===== src/rtl/pipeline_ctrl.sv =====
// Hazard and sequencing controller for the 5-stage pipeline: pipe-register enables/flushes,
// PC enable, cache request gating, halt drain and saturating performance counters.
module pipeline_ctrl #(
  parameter int unsigned PERF_W = 32
) (
  input  logic              i_clk,
  input  logic              i_rst,
  input  logic              i_ihit,
  input  logic              i_dhit,
  input  logic              i_mem_dren,
  input  logic              i_mem_dwen,
  input  logic              i_ex_dren,
  input  logic [4:0]        i_ex_wsel,
  input  logic [4:0]        i_id_rs,
  input  logic [4:0]        i_id_rt,
  input  logic              i_id_uses_rt,
  input  logic              i_ex_redirect,
  input  logic              i_wb_halt,
  output logic              o_pc_en,
  output logic              o_if_id_en,
  output logic              o_if_id_flush,
  output logic              o_id_ex_en,
  output logic              o_id_ex_flush,
  output logic              o_ex_mem_en,
  output logic              o_ex_mem_flush,
  output logic              o_mem_wb_en,
  output logic              o_mem_wb_flush,
  output logic              o_imem_ren,
  output logic              o_dmem_ren,
  output logic              o_dmem_wen,
  output logic              o_halt,
  output logic              o_dwait,
  output logic [PERF_W-1:0] o_cyc_cnt,
  output logic [PERF_W-1:0] o_stall_cnt,
  output logic [PERF_W-1:0] o_flush_cnt
);

  typedef enum logic [1:0] {StRun, StDwait, StHalt} state_e;

  state_e            r_state;
  state_e            w_state_next;
  logic              w_dstall;
  logic              w_redirect;
  logic              w_load_use;
  logic              w_squash;
  logic [PERF_W-1:0] r_cyc_cnt;
  logic [PERF_W-1:0] r_stall_cnt;
  logic [PERF_W-1:0] r_flush_cnt;

  assign w_dstall   = (i_mem_dren | i_mem_dwen) & ~i_dhit;
  assign w_redirect = i_ex_redirect & i_ihit;
  assign w_load_use = i_ex_dren & (i_ex_wsel != 5'd0) &
                      ((i_ex_wsel == i_id_rs) | (i_id_uses_rt & (i_ex_wsel == i_id_rt)));
  // A redirect only squashes when no D-stall freezes the front of the pipe.
  assign w_squash   = ~i_rst & (r_state != StHalt) & ~w_dstall & w_redirect;

  always_ff @(posedge i_clk) begin
    if (i_rst) begin
      r_state <= StRun;
    end else begin
      r_state <= w_state_next;
    end
  end

  always_comb begin
    w_state_next = r_state;
    if (i_wb_halt) begin
      w_state_next = StHalt;
    end else begin
      case (r_state)
        StRun:   if (w_dstall) w_state_next = StDwait;
        StDwait: if (i_dhit) w_state_next = StRun;
        default: w_state_next = StHalt;
      endcase
    end
  end

  always_comb begin
    o_pc_en        = 1'b0;
    o_if_id_en     = 1'b0;
    o_if_id_flush  = 1'b0;
    o_id_ex_en     = 1'b0;
    o_id_ex_flush  = 1'b0;
    o_ex_mem_en    = 1'b0;
    o_ex_mem_flush = 1'b0;
    o_mem_wb_en    = 1'b0;
    o_mem_wb_flush = 1'b0;
    o_imem_ren     = 1'b0;
    o_dmem_ren     = 1'b0;
    o_dmem_wen     = 1'b0;
    o_halt         = 1'b0;
    o_dwait        = 1'b0;
    if (i_rst) begin
      o_if_id_flush  = 1'b1;
      o_id_ex_flush  = 1'b1;
      o_ex_mem_flush = 1'b1;
      o_mem_wb_flush = 1'b1;
    end else if (r_state == StHalt) begin
      o_halt = 1'b1;
    end else begin
      o_imem_ren = 1'b1;
      o_dmem_ren = i_mem_dren;
      o_dmem_wen = i_mem_dwen;
      o_dwait    = (r_state == StDwait);
      if (w_dstall) begin
        o_mem_wb_en    = 1'b1;
        o_mem_wb_flush = 1'b1;
      end else if (w_redirect) begin
        o_pc_en       = 1'b1;
        o_if_id_en    = 1'b1;
        o_id_ex_en    = 1'b1;
        o_ex_mem_en   = 1'b1;
        o_mem_wb_en   = 1'b1;
        o_if_id_flush = 1'b1;
        o_id_ex_flush = 1'b1;
      end else if (!i_ihit || w_load_use) begin
        // Hold IF/ID and the PC, inject a bubble into ID/EX, let the back end drain.
        o_id_ex_en    = 1'b1;
        o_id_ex_flush = 1'b1;
        o_ex_mem_en   = 1'b1;
        o_mem_wb_en   = 1'b1;
      end else begin
        o_pc_en     = 1'b1;
        o_if_id_en  = 1'b1;
        o_id_ex_en  = 1'b1;
        o_ex_mem_en = 1'b1;
        o_mem_wb_en = 1'b1;
      end
    end
  end

  always_ff @(posedge i_clk) begin
    if (i_rst) begin
      r_cyc_cnt   <= '0;
      r_stall_cnt <= '0;
      r_flush_cnt <= '0;
    end else if (r_state != StHalt) begin
      if (r_cyc_cnt != '1) r_cyc_cnt <= r_cyc_cnt + 1'b1;
      if (!o_pc_en && (r_stall_cnt != '1)) r_stall_cnt <= r_stall_cnt + 1'b1;
      if (w_squash && (r_flush_cnt != '1)) r_flush_cnt <= r_flush_cnt + 1'b1;
    end
  end

  assign o_cyc_cnt   = r_cyc_cnt;
  assign o_stall_cnt = r_stall_cnt;
  assign o_flush_cnt = r_flush_cnt;

endmodule


===== config.mk =====
export PLATFORM = sky130hd
export DESIGN_NAME = pipeline_ctrl
export DESIGN_NICKNAME = d
export VERILOG_FILES = /design/src/rtl/pipeline_ctrl.sv
export SDC_FILE = /design/constraint.sdc
export NUM_CORES = 1
export LEC_CHECK = 0
export CORE_UTILIZATION = 49
export DETAILED_ROUTE_END_ITERATION = 10
export PLACE_DENSITY = 0.8
export SETUP_SLACK_MARGIN = 0.15
export SLEW_MARGIN = 5
export SYNTH_ARGS = -nofsm -noshare
export SYNTH_HDL_FRONTEND = slang
export SYNTH_SLANG_ARGS = --single-unit

===== constraint.sdc =====
create_clock -name i_clk -period 2.5 [get_ports i_clk]
set_input_delay 0.25 -clock i_clk [delete_from_list [all_inputs] [get_ports i_clk]]
set_output_delay 0.25 -clock i_clk [all_outputs]
set_load 0.005 [all_outputs]

==> impl_results.md <==
* Hold slack at 0.372 ns
* RSZ-0062 raised after global routing: yes
* Peak VDD IR at 263 uV
* Crit path cell chain: clkdlybuf4s50_1 -> or4_4 -> o21ai_2 -> nand2b_1 -> nand3b_1 -> a31o_2 -> dlygate4sd2_1
* WP data arrival at 2.06 ns
* Worst hold start: i_rst
* Fin Clk Skew at about 0.014 ns
* Worst slack, placed at -0.234 ns
* WL/cell at 16.0 um
* Max cap viols at 0
* Worst Path Required at 2.25 ns
* Detailed Route Iter0 Violations at 273
* Critical path depth at 7
* Compound-gate portion of the synthesized area at 12.6%
* Synth cell types at 50
* GRT Util Overall at between 20% and 30%
* DRC errors left at 0
* Core region area at 9950 um^2
* Number of synthesized flops with an enable pin at 0
* Gpl congestion at 0.862
* Post-Synthesis Cells at 624
* Final Util at 69.6%
* Buffers on Ports at 134
* Post-synthesis mux area share at 1.24%
* Final setup viols at 0
* Die H at 104 um
* Die X at 104 um
* Crit end category: output port
* Via count at ~5.4k
* PwrDens at 419 nW/um^2
* CTS tree: done
* Final period utilization at around 92%
* Drt first pass iters at 5
* CTS buffer count at 9
* Fmax at approximately 430 MHz
* Vias in the first global route at roughly 4.8k
* R2R Setup Slk at 0.24 ns
* Yosys synthesis warning count at 0
* Post-DP HPWL at ~10 mm
* Worst setup SP type: input pin
* Seq/Total Area, Yosys at 38.3%
* Ys async rst share at 0%
* Die footprint at between 10000 and 15000 um^2
* Pins Over Slew Limit at 0
* CP max-delay cell: or4_4
* Share of cells above drive strength 1 at 8.44%
* Nets at 793
* Detail Route Antenna Nets at 0
* Hold Crit Class: input pin to flop
* CTS H-tree depth at 3
* RR Endpoint: o_cyc_cnt[18]
* Final setup margin at 0.191 ns
* Most common flop cell mapped by yosys: dfxtp_1
* Vias per inst at 5.94
* Post-synthesis adder-cell area fraction at 0.732%
* Worst skew pair latency at roughly 0.36 ns
* Status: finished, final reports clean
* RR Startpoint: o_cyc_cnt[0]
* Largest net degree at the start of global routing at 68
* Final Hold Vio Count at 0
* Fin crit period at 2.31 ns
* Area Growth Syn to Fin at 35.2%
* Commonest non-fill, non-tap cells in the layout: clkdlybuf4s50_1, dfxtp_1, nor2_1
* Crit. Startpoint: i_ex_wsel[2]
* CTS sink count at 98
* CP Max Fanout at 2
* Crit path buf inv count at 2
* Hold buffer count at CTS at 0
* Syn Area/Cell at 8.22 um^2
* CTS clk-pin slew, worst paths at 0.09 ns
* Row cnt at 36
* LEAKAGE at 2.23 nW
* First-pass GRT wire length at 23.2 mm
* Critical path endpoint: o_id_ex_flush
* Power, Total at just under 3 mW
* Total global routing overflow at 0
* Worst Reg-to-Reg Cells at 7
* Simple-Gate Fraction of Synth Area at 34.0%
* Clock root buffer: clkbuf_8
* Initial Util at 51.5%
* Slowest Stage Delay on Critical Path at between 0.5 and 0.6 ns
* Synthesized Nets at 652
* Drt total wl at between 10 and 15 mm
* Largest family of logic cells by synthesized area: simple AND/OR/NAND/NOR gates
* Worst rel slew slack at 49.0%
* Xor and xnor area share after synthesis at 9.23%
* Yosys reg bits at 98
* WS Path Type: input pin to output port
* Antenna Cells at 0
* Most common cell after layout, fill and taps aside: clkdlybuf4s50_1
* Worst slew pin tran at 0.758 ns
* Crit-path leading delay family: simple AND/OR/NAND/NOR gates
* Maximum root-to-sink buffer count at 2
* Final TNS setup at 0 ns
* Syn Std Cell Area at 5130 um^2
* Initial antenna violation count at 0
* # IOs at 135
-- timing repair --
item                                    4_1_cts  5_1_grt
gates resized for setup                       7        6
buffers inserted                              0        5
hold endpoints to repair                      0        0
pin swaps                                     1        4
endpoints found under the setup margin       13       20
-- worst register-to-register path, delay by kind of cell (launching register included) --
| kind | cells | cell delay [ns] |
|---|---|---|
| flops | 1 | 0.45 |
| simple gates | 5 | 1.31 |
| compound gates | 1 | 0.15 |
| fa+ha+maj | 1 | 0.25 |
-- cell families (layout without fill, tap and decap cells) --
group / count (synthesis) / count (layout)
xor+xnor: 54 / 54
buf+inv: 42 / 188
flops: 98 / 98
compound gates: 106 / 106
simple gates: 315 / 315
fa+ha+maj: 3 / 3
mux: 6 / 6
-- power by group --
group | total, mW | internal [mW] | leakage [nW] | switching [mW]
Clock | 1.06 | 0.496 | 0.0962 | 0.562
Combinational | 0.257 | 0.129 | 1.35 | 0.128
Sequential | 1.59 | 1.57 | 0.790 | 0.0200
Total | 2.91 | 2.20 | 2.23 | 0.711
-- cell usage after synthesis, types with 2 or more instances --
master    count  share of area, %
a21oi_1      44               4.3
and2_1        5              0.61
and3_1       14               1.7
and4_1       14               2.4
buf_1         2              0.15
buf_2         7              0.68
buf_4         7               1.0
clkbuf_1     15               1.1
dfxtp_1      98                38
ha_1          3              0.73
inv_1        10              0.73
mux2_1        3              0.66
mux2i_1       3              0.59
nand2_1      40               2.9
nand2b_1      2              0.24
nand3_1      42               4.1
nand3_2       2              0.39
nand4_1      38               4.6
nand4b_1      3              0.51
nor2_1       66               4.8
nor2b_1       4              0.49
nor3_1       17               1.7
nor4_1        9               1.1
nor4_2        2              0.49
o211ai_1      2              0.29
o21ai_0      16               1.6
o21ai_1       7              0.68
o31ai_1      26               3.8
or2_2         2              0.24
or3_1        22               2.7
or4_1        28               4.1
xnor2_1      23               3.9
xor2_1       31               5.3
-- area by class of cell --
cell class	instances	area (um^2)
repair buffers	162	1550
fillers	810	3020
well taps	133	166
clock inverters	5	62.6
flip-flops and latches	98	1960
clock buffers	11	141
multi-input cells	484	3020
inverters	10	37.5
-- metrics by stage --
stage,instances,area (um^2)
finish,903,6930
global route,903,6930
global placement,882,6650
floorplan,624,5130
CTS,898,6870
detailed placement,882,6650
-- worst min-delay path by stage --
stage | endpoint | slack, ns | cells past startpoint
2_1_floorplan | r_state[1] | 0.37 | 2
3_3_place_gp | o_stall_cnt[27] | 0.48 | 2
3_5_place_dp | o_flush_cnt[4] | 0.49 | 2
4_1_cts | o_stall_cnt[1] | 0.36 | 4
5_1_grt | o_stall_cnt[1] | 0.37 | 4
6_report | o_stall_cnt[1] | 0.37 | 4
-- sequential cells by signal, summed over array words and instances (netlist names) --
register     flops
o_cyc_cnt       32
o_stall_cnt     32
o_flush_cnt     32
r_state          2
-- per-layer routing --
metal | vias up | GRT usage, % | part of all wire (%)
li1 | 2596 | - | -
met1 | 2554 | 33.6 | 43
met2 | 202 | 43.3 | 49
met3 | 12 | 5.45 | 6.4
met4 | 0 | 5.51 | 0.82
met5 | - | 0 | 0
Power figures use the tool's default switching activity.
